$ cat src/rtl/payload_ctrl_pkg.sv
// ---------------------------------------------------------------------------
// payload_ctrl_pkg
// Shared definitions for the payload engine sequencer.
//   state_t          : sequencer FSM states
//   DEF_NUM_ENGINES  : default number of engine match bits
//   DEF_MAX_LEN      : default number of bytes forwarded per packet
//   DEF_LEN_W        : default width of the byte counter / m_len
//   DEF_DRAIN_CYCLES : default number of en-only cycles after the last byte
// ---------------------------------------------------------------------------
package payload_ctrl_pkg;

    typedef enum logic [2:0] {
        IDLE   = 3'd0,
        SOD    = 3'd1,
        STREAM = 3'd2,
        DRAIN  = 3'd3,
        REPORT = 3'd4
    } state_t;

    localparam int DEF_NUM_ENGINES  = 128;
    localparam int DEF_MAX_LEN      = 1518;
    localparam int DEF_LEN_W        = 16;
    localparam int DEF_DRAIN_CYCLES = 2;

endpackage

$ cat src/rtl/payload_len_counter.sv
// ---------------------------------------------------------------------------
// payload_len_counter
// Saturating per-packet byte counter with forward/truncate decision.
//   clk, rst : clock, asynchronous active-high reset
//   clr      : synchronous clear of count and trunc (start of packet)
//   inc      : one byte accepted this cycle
//   count    : bytes accepted so far, saturating at all-ones
//   fwd      : the byte being accepted now lies within MAX_LEN
//              (decided on the count before this byte is added)
//   trunc    : sticky, a byte beyond MAX_LEN has been accepted
// ---------------------------------------------------------------------------
module payload_len_counter
    import payload_ctrl_pkg::*;
#(
    parameter int LEN_W   = DEF_LEN_W,
    parameter int MAX_LEN = DEF_MAX_LEN
) (
    input  logic             clk,
    input  logic             rst,
    input  logic             clr,
    input  logic             inc,
    output logic [LEN_W-1:0] count,
    output logic             fwd,
    output logic             trunc
);

    localparam logic [LEN_W-1:0] MAX_L = LEN_W'(MAX_LEN);

    assign fwd = (count < MAX_L);

    always_ff @(posedge clk or posedge rst) begin
        if (rst) begin
            count <= '0;
            trunc <= 1'b0;
        end else if (clr) begin
            count <= '0;
            trunc <= 1'b0;
        end else if (inc) begin
            if (count != '1) begin
                count <= count + 1'b1;
            end
            if (!fwd) begin
                trunc <= 1'b1;
            end
        end
    end

endmodule

$ cat src/rtl/payload_engine_ctrl.sv
// ---------------------------------------------------------------------------
// payload_engine_ctrl
// Sequencer in front of the payload engine array. For every framed packet it
// pulses the engine clear (eng_sod), streams the bytes to the character
// decoder with eng_en/eng_char_vld, keeps eng_en high for DRAIN_CYCLES extra
// cycles so end states register, and returns the OR of all engine match bits
// seen during the packet as one result on a valid/ready port.
// Ports:
//   clk, rst                          clock, asynchronous active-high reset
//   s_data/s_valid/s_sop/s_eop/s_ready framed byte stream in
//   eng_data/eng_char_vld/eng_en      byte, qualifier, enable to the engines
//   eng_sod                           engine clear (high in reset and SOD)
//   eng_match                         engine match bits
//   m_match/m_len/m_trunc             per-packet result
//   m_valid/m_ready                   result handshake
//   state_dbg                         current FSM state
// Valid/ready: a beat/result transfers on the rising edge where valid and
// ready are both high. s_ready is the only combinational output.
// ---------------------------------------------------------------------------
module payload_engine_ctrl
    import payload_ctrl_pkg::*;
#(
    parameter int NUM_ENGINES  = DEF_NUM_ENGINES,
    parameter int MAX_LEN      = DEF_MAX_LEN,
    parameter int LEN_W        = DEF_LEN_W,
    parameter int DRAIN_CYCLES = DEF_DRAIN_CYCLES
) (
    input  logic                   clk,
    input  logic                   rst,

    input  logic [7:0]             s_data,
    input  logic                   s_valid,
    input  logic                   s_sop,
    input  logic                   s_eop,
    output logic                   s_ready,

    output logic [7:0]             eng_data,
    output logic                   eng_char_vld,
    output logic                   eng_en,
    output logic                   eng_sod,
    input  logic [NUM_ENGINES-1:0] eng_match,

    output logic [NUM_ENGINES-1:0] m_match,
    output logic [LEN_W-1:0]       m_len,
    output logic                   m_trunc,
    output logic                   m_valid,
    input  logic                   m_ready,

    output state_t                 state_dbg
);

    localparam int DW = (DRAIN_CYCLES < 2) ? 1 : $clog2(DRAIN_CYCLES + 1);

    state_t                 state;
    logic [NUM_ENGINES-1:0] acc;
    logic [DW-1:0]          drain_cnt;
    logic                   accept;
    logic [LEN_W-1:0]       count;
    logic                   fwd;
    logic                   trunc;

    assign state_dbg = state;
    assign accept    = s_valid && s_ready;

    // In IDLE only stray (non-sop) beats are taken, to drop them; a sop beat
    // waits until the engines have been cleared.
    always_comb begin
        s_ready = 1'b0;
        case (state)
            IDLE:    s_ready = s_valid && !s_sop;
            STREAM:  s_ready = 1'b1;
            default: s_ready = 1'b0;
        endcase
    end

    payload_len_counter #(
        .LEN_W   (LEN_W),
        .MAX_LEN (MAX_LEN)
    ) u_len (
        .clk   (clk),
        .rst   (rst),
        .clr   (state == SOD),
        .inc   ((state == STREAM) && accept),
        .count (count),
        .fwd   (fwd),
        .trunc (trunc)
    );

    // DRAIN lasts DRAIN_CYCLES+1 cycles: the first shows the eop byte (if it
    // was forwarded), the following DRAIN_CYCLES are en-only. The result is
    // latched on the edge leaving DRAIN, folding in that edge's match bits.
    always_ff @(posedge clk or posedge rst) begin
        if (rst) begin
            state        <= IDLE;
            eng_sod      <= 1'b1;
            eng_en       <= 1'b0;
            eng_char_vld <= 1'b0;
            eng_data     <= '0;
            m_valid      <= 1'b0;
            m_match      <= '0;
            m_len        <= '0;
            m_trunc      <= 1'b0;
            acc          <= '0;
            drain_cnt    <= '0;
        end else begin
            eng_sod      <= 1'b0;
            eng_en       <= 1'b0;
            eng_char_vld <= 1'b0;
            eng_data     <= '0;
            case (state)
                IDLE: begin
                    if (s_valid && s_sop) begin
                        state   <= SOD;
                        eng_sod <= 1'b1;
                    end
                end
                SOD: begin
                    acc   <= '0;
                    state <= STREAM;
                end
                STREAM: begin
                    acc <= acc | eng_match;
                    if (accept) begin
                        if (fwd) begin
                            eng_en       <= 1'b1;
                            eng_char_vld <= 1'b1;
                            eng_data     <= s_data;
                        end
                        if (s_eop) begin
                            state     <= DRAIN;
                            drain_cnt <= DW'(DRAIN_CYCLES);
                        end
                    end
                end
                DRAIN: begin
                    acc <= acc | eng_match;
                    if (drain_cnt == '0) begin
                        state   <= REPORT;
                        m_valid <= 1'b1;
                        m_match <= acc | eng_match;
                        m_len   <= count;
                        m_trunc <= trunc;
                    end else begin
                        drain_cnt <= drain_cnt - 1'b1;
                        eng_en    <= 1'b1;
                    end
                end
                REPORT: begin
                    if (m_ready) begin
                        m_valid <= 1'b0;
                        state   <= IDLE;
                    end
                end
                default: state <= IDLE;
            endcase
        end
    end

endmodule

$ cat config.mk
export PLATFORM = sky130hd
export DESIGN_NAME = payload_engine_ctrl
export DESIGN_NICKNAME = d
export VERILOG_FILES = /design/src/rtl/payload_ctrl_pkg.sv /design/src/rtl/payload_len_counter.sv /design/src/rtl/payload_engine_ctrl.sv
export SDC_FILE = /design/constraint.sdc
export NUM_CORES = 1
export LEC_CHECK = 0
export CORE_MARGIN = 5
export CORE_UTILIZATION = 49
export CTS_BUF_LIST = sky130_fd_sc_hd__clkbuf_4 sky130_fd_sc_hd__clkbuf_8 sky130_fd_sc_hd__clkbuf_16
export DETAILED_ROUTE_END_ITERATION = 8
export GPL_ROUTABILITY_DRIVEN = 0
export PLACE_DENSITY = 0.83
export SYNTH_ARGS = -nofsm -noshare
export SYNTH_HDL_FRONTEND = slang
export SYNTH_HIERARCHICAL = 1
export SYNTH_SLANG_ARGS = --single-unit
$ cat constraint.sdc
create_clock -name clk -period 12.55 [get_ports clk]
set_input_delay 2.51 -clock clk [delete_from_list [all_inputs] [get_ports clk]]
set_output_delay 2.51 -clock clk [all_outputs]
set_load 0.005 [all_outputs]
# Word-level counts from Yosys, hierarchy flattened
# Index checks and enable logic that the tools add are counted.
# classes
addsub	2
magnitude_cmp	1
n_eq_ne	12
mux	31
bitwise_logic	1
reduce_logical	19
# op_table
cell	count
128-bit case mux with 2 select lines	1
128-bit bitwise OR	1
16-bit two-way mux	3
8-bit two-way mux	3
16-bit by 1-bit adder with 16-bit output (second input constant)	1
16-bit by 11-bit < comparator with 1-bit output (second input constant)	1
16-bit != test (second input constant)	1
3-bit two-way mux	5
3-bit case mux with 5 select lines	1
2-bit != test (second input constant)	6
1-bit two-way mux	11
2-bit nonzero test	5
3-bit by 2-bit equality test with 1-bit output (second input constant)	2
2-bit two-way mux	3
1-bit case mux with 2 select lines	3
2-bit AND reduction	3
5-bit AND reduction	1
1-bit logical AND	4
2-bit case mux with 2 select lines	1
4-bit AND reduction	1
3-bit by 1-bit equality test with 1-bit output (second input constant)	1
3-bit equality test (second input constant)	1
3-bit zero test	1
3-bit AND reduction	1
other kinds (5)	5
# word_totals
register_bits	307
output_inout_bits	161
word_cells	79

# Logic depth before layout (Yosys ltp)
# depth
depth_word	7
depth_mapped	10
depth_no_buf	6

# Cells and area by module
# The synthesis kept the hierarchy.
# modules_own_cells
mod	instances	cells_each	area_each_um2	seq_area_each_um2
payload_engine_ctrl	1	929	10890.4	7258.2
payload_len_counter	1	117	1114.8	425.4

# Least setup slack after synthesis
# No wires, ideal clock.
# synth_timing
path_type	input-to-output
start	in s_sop
end	out s_ready
t_arrival_ns	2.756
t_required_ns	10.040
path_slack_ns	7.284
stages	3
path_buffers	0
cell_sequence	inv_1 -> a21oi_1 -> nor3_1
# synth_between
elab_chain_cells	3
# synth_rtl
item	line	text
start, declared	payload_engine_ctrl.sv:33	input logic s_sop,
1-bit zero test	payload_engine_ctrl.sv:70	IDLE: s_ready = s_valid && !s_sop;
1-bit logical AND	payload_engine_ctrl.sv:70	
1-bit case mux with 2 select lines	payload_engine_ctrl.sv:69	case (state)
end, declared	payload_engine_ctrl.sv:35	output logic s_ready,
# No other way between the ends.

# Final worst setup path
# layout_timing
start	in s_valid
end	out s_ready
# layout_between
elab_chain_cells	2
# layout_rtl
item	line	text
start, declared	payload_engine_ctrl.sv:32	input logic s_valid,
1-bit logical AND	payload_engine_ctrl.sv:70	
1-bit case mux with 2 select lines	payload_engine_ctrl.sv:69	
# No other way between the ends.

==> reports/metrics.yaml <==
cellPowerDensity_mw_per_mm2: 250
synthCells: 1046
drive_gt1_share_pct: 7.77
initial_core_util_pct: 49.5
die_area_mm2: 0.0277
core_mm2: 0.0242
rr_startpoint: "state_dbg[0]$_DFFE_PP0P_"
syn_nets: 1190
cpPeakStageDelay_ns: 0.57
setup_tns_ns: 0
endpoint_kind: "output port"
io_buffers: 302
drt_wl_total_um: 31400
n_fill_cell: 1804
grt_pass1_vias: 9384
rsz0062_at_grt: "no"
cp.required_ns: 10.04
clkTransAtPathRegs_ns: 0.06
cts_setup_buffers: 0
final_cell_area_mm2: 0.0163
peakVddDrop_uv: 146
seq_area_frac_synth_pct: 64.0
grt_use_total_pct: 21.9
multi_input_area_mm2: 0.00392
power_frac_clock_pct: 24.3
tightestPinTransition_ns: 1.04
crit_top_cell: "clkdlybuf4s50_1"
grt_pass1_wl_um: 50200
cts_htree_levels: 2
synth_edf_count: 0
place_inst: 1614
p_sw_share_pct: 31.1
drv_cap: 0
netSwitchingPower_uw: 1270
synth_seq_cells: 307
reg2reg_depth: 3
start_kind: "input pin"
setup_violations: 0
ys.warnings.count: 6
numClockSinks: 307
antenna_left: 0
drc: 0
fin_skew_ns: 0.0131
fmax_mhz: 156
slew_viol_final: 0
comb_power_share_pct: 33.3
path_depth: 4
min_path_type: "reg2reg"
cts_tree: "done"
fin_crit_ns: 6.40
place_area_mm2: 0.0151
crit_arrival_ns: 3.89
grt-ovfl-total: 0
p_leak_uw: 0.00705
drt_pass1_iterations: 5
whs_ns: 0.477
dieWidth_um: 167
clk_path_buf_depth: 3
crit_type: "in2out"
drtIter0Drc: 769
finalCritPeriodShare_pct: 51.0
io_pins: 303
crit_end: "s_ready"
clk_root_buffer_cell: "clkbuf_16"
ff2ff_setup_slack_ns: 9.78
crit_family: "buffers and inverters"
cp-startpoint: "s_valid"
r2r_end: "m_len[6]$_DFFE_PP0P_"
slew_headroom_pct: 30.6
vias: 9187
p_seq_share_pct: 42.4
path_max_fanout: 5
avgSynthCellArea_um2: 11.5
viasPerCell: 5.48
nNetsFinal: 1470
dp_hpwl_um: 20500
synth_area_mm2: 0.0120
worstPathCellList: "clkdlybuf4s50_1 -> a21oi_1 -> nor3_1 -> clkdlybuf4s50_1"
status: "finished clean"
die_y_um: 167
rows: 57
slowest_stage: "clkdlybuf4s50_1"
synth_ff_type: "dfrtp_1"
p_total_uw: 4070
wire_per_inst_um: 18.8
synth_cell_type_count: 52
layout.cells.non_filler: 1676
insertion_delay_ns: 0.49
cts-resized-gates: 0
grt_max_degree: 139
hold_viol: 0
hold_buffers: 0
register_area_mm2: 0.00768
area_growth_pct: 35.6
p_int_uw: 2800
cp_num_buf_inv: 2
grt_antenna_before_repair: 1
synthArstFlopShare_pct: 100
cts_buffers: 34
## routing by layer
metal,vias to the layer above,GRT usage (%),share of wire (%)
met5,-,0,0
met3,54,5.45,6.6
li1,4226,-,-
met1,4560,29.3,43
met4,0,7.58,3.0
met2,347,35.4,48
## power by group through the flow
stage                     registers (uW)  logic (uW)  clock network (uW)
after detailed placement            1730        1360                   0
after global placement              1710        1320                   0
after CTS                           1730        1380                1010
final                               1730        1360                 988
after floorplan                     1690         662                   0
after global routing                1780        1480                1050
## layout make-up
cell class	count	area share (%)
Clock inverter	13	0.645
Antenna cell	1	0.0154
Tap cell	324	2.49
Timing Repair Buffer	311	19.0
Clock buffer	48	6.32
Inverter	11	0.300
Multi-Input combinational cell	661	24.1
Sequential cell	307	47.2
## placed cells by master, fill, tap and decap left out, drive strengths merged, types with 3 or more instances in the layout
cell type,netlist,final
nand4,7,7
and2,3,3
and4,3,3
and3,13,13
o21ai,133,133
clkdlybuf4s50,0,302
nand2,138,138
nor2,139,139
or4,3,3
a211oi,5,5
nand2b,4,4
a21oi,10,10
nor4,5,5
mux2,22,22
nor2b,9,9
inv,11,13
a22o,128,128
buf,39,9
o41ai,3,3
a31oi,6,6
nand3,5,5
clkinv,0,8
mux2i,3,3
clkbuf,28,48
nor3,5,5
dfrtp,306,306
## per-stage QoR
stage	util [%]	worst slack, ns
3_5_place_dp	62.5	6.17
4_1_cts	67.1	6.15
5_1_grt	67.2	6.07
2_1_floorplan	-	2.04
3_3_place_gp	62.5	6.23
6_report	67.2	6.15
## worst reg2reg max path: stages, from the launching register on
cell      delay (ns)
dfrtp_1         0.75
nand4b_4        0.75
buf_4           0.68
mux2_4          0.48
## worst min path at each step
stage,cells past startpoint,endpoint,from
after floorplan,2,m_match[0]$_DFFE_PP0P_,m_match[0]$_DFFE_PP0P_
after global placement,2,m_match[32]$_DFFE_PP0P_,m_match[32]$_DFFE_PP0P_
after detailed placement,2,m_match[54]$_DFFE_PP0P_,m_match[54]$_DFFE_PP0P_
after CTS,2,m_match[66]$_DFFE_PP0P_,m_match[66]$_DFFE_PP0P_
after global routing,2,m_match[8]$_DFFE_PP0P_,m_match[8]$_DFFE_PP0P_
final,2,m_match[122]$_DFFE_PP0P_,m_match[122]$_DFFE_PP0P_
## synthesized netlist by cell type (4+ instances only)
| master | n | share of area (%) |
|---|---|---|
| nand2_1 | 138 | 4.3 |
| buf_2 | 22 | 0.92 |
| a21oi_1 | 10 | 0.42 |
| o21ai_0 | 131 | 5.5 |
| a211oi_1 | 5 | 0.31 |
| nand2b_1 | 4 | 0.21 |
| mux2_4 | 17 | 2.1 |
| buf_6 | 12 | 1.1 |
| nor2_1 | 139 | 4.3 |
| inv_1 | 11 | 0.34 |
| nand4_1 | 6 | 0.31 |
| nor2b_1 | 9 | 0.47 |
| nor3_1 | 4 | 0.17 |
| nor4_1 | 4 | 0.21 |
| a22o_1 | 128 | 9.3 |
| buf_1 | 4 | 0.13 |
| and3_1 | 12 | 0.63 |
| a31oi_1 | 6 | 0.31 |
| clkbuf_1 | 26 | 0.81 |
| dfrtp_1 | 306 | 64 |
| nand3_1 | 4 | 0.17 |
## logic make-up (layout without fill, tap and decap cells)
kind of cell,Yosys count,in the layout,share of synthesized area [%]
compound gates,292,292,16.7
simple gates,342,342,12.7
mux,25,25,2.85
flops,307,307,64.0
fa+ha+maj,2,2,0.208
other cells,0,1,0
buf+inv,78,383,3.62
## registers in the layout, indices dropped and copies added, names as in the netlist
name / count
eng_data: 8
m_len: 16
m_valid: 1
eng_char_vld: 1
eng_en: 1
eng_sod: 1
m_match: 128
u_len/trunc: 1
drain_cnt: 2
state_dbg: 3
acc: 128
m_trunc: 1
u_len/count: 16
No activity file was read; power rests on OpenSTA's default activity.
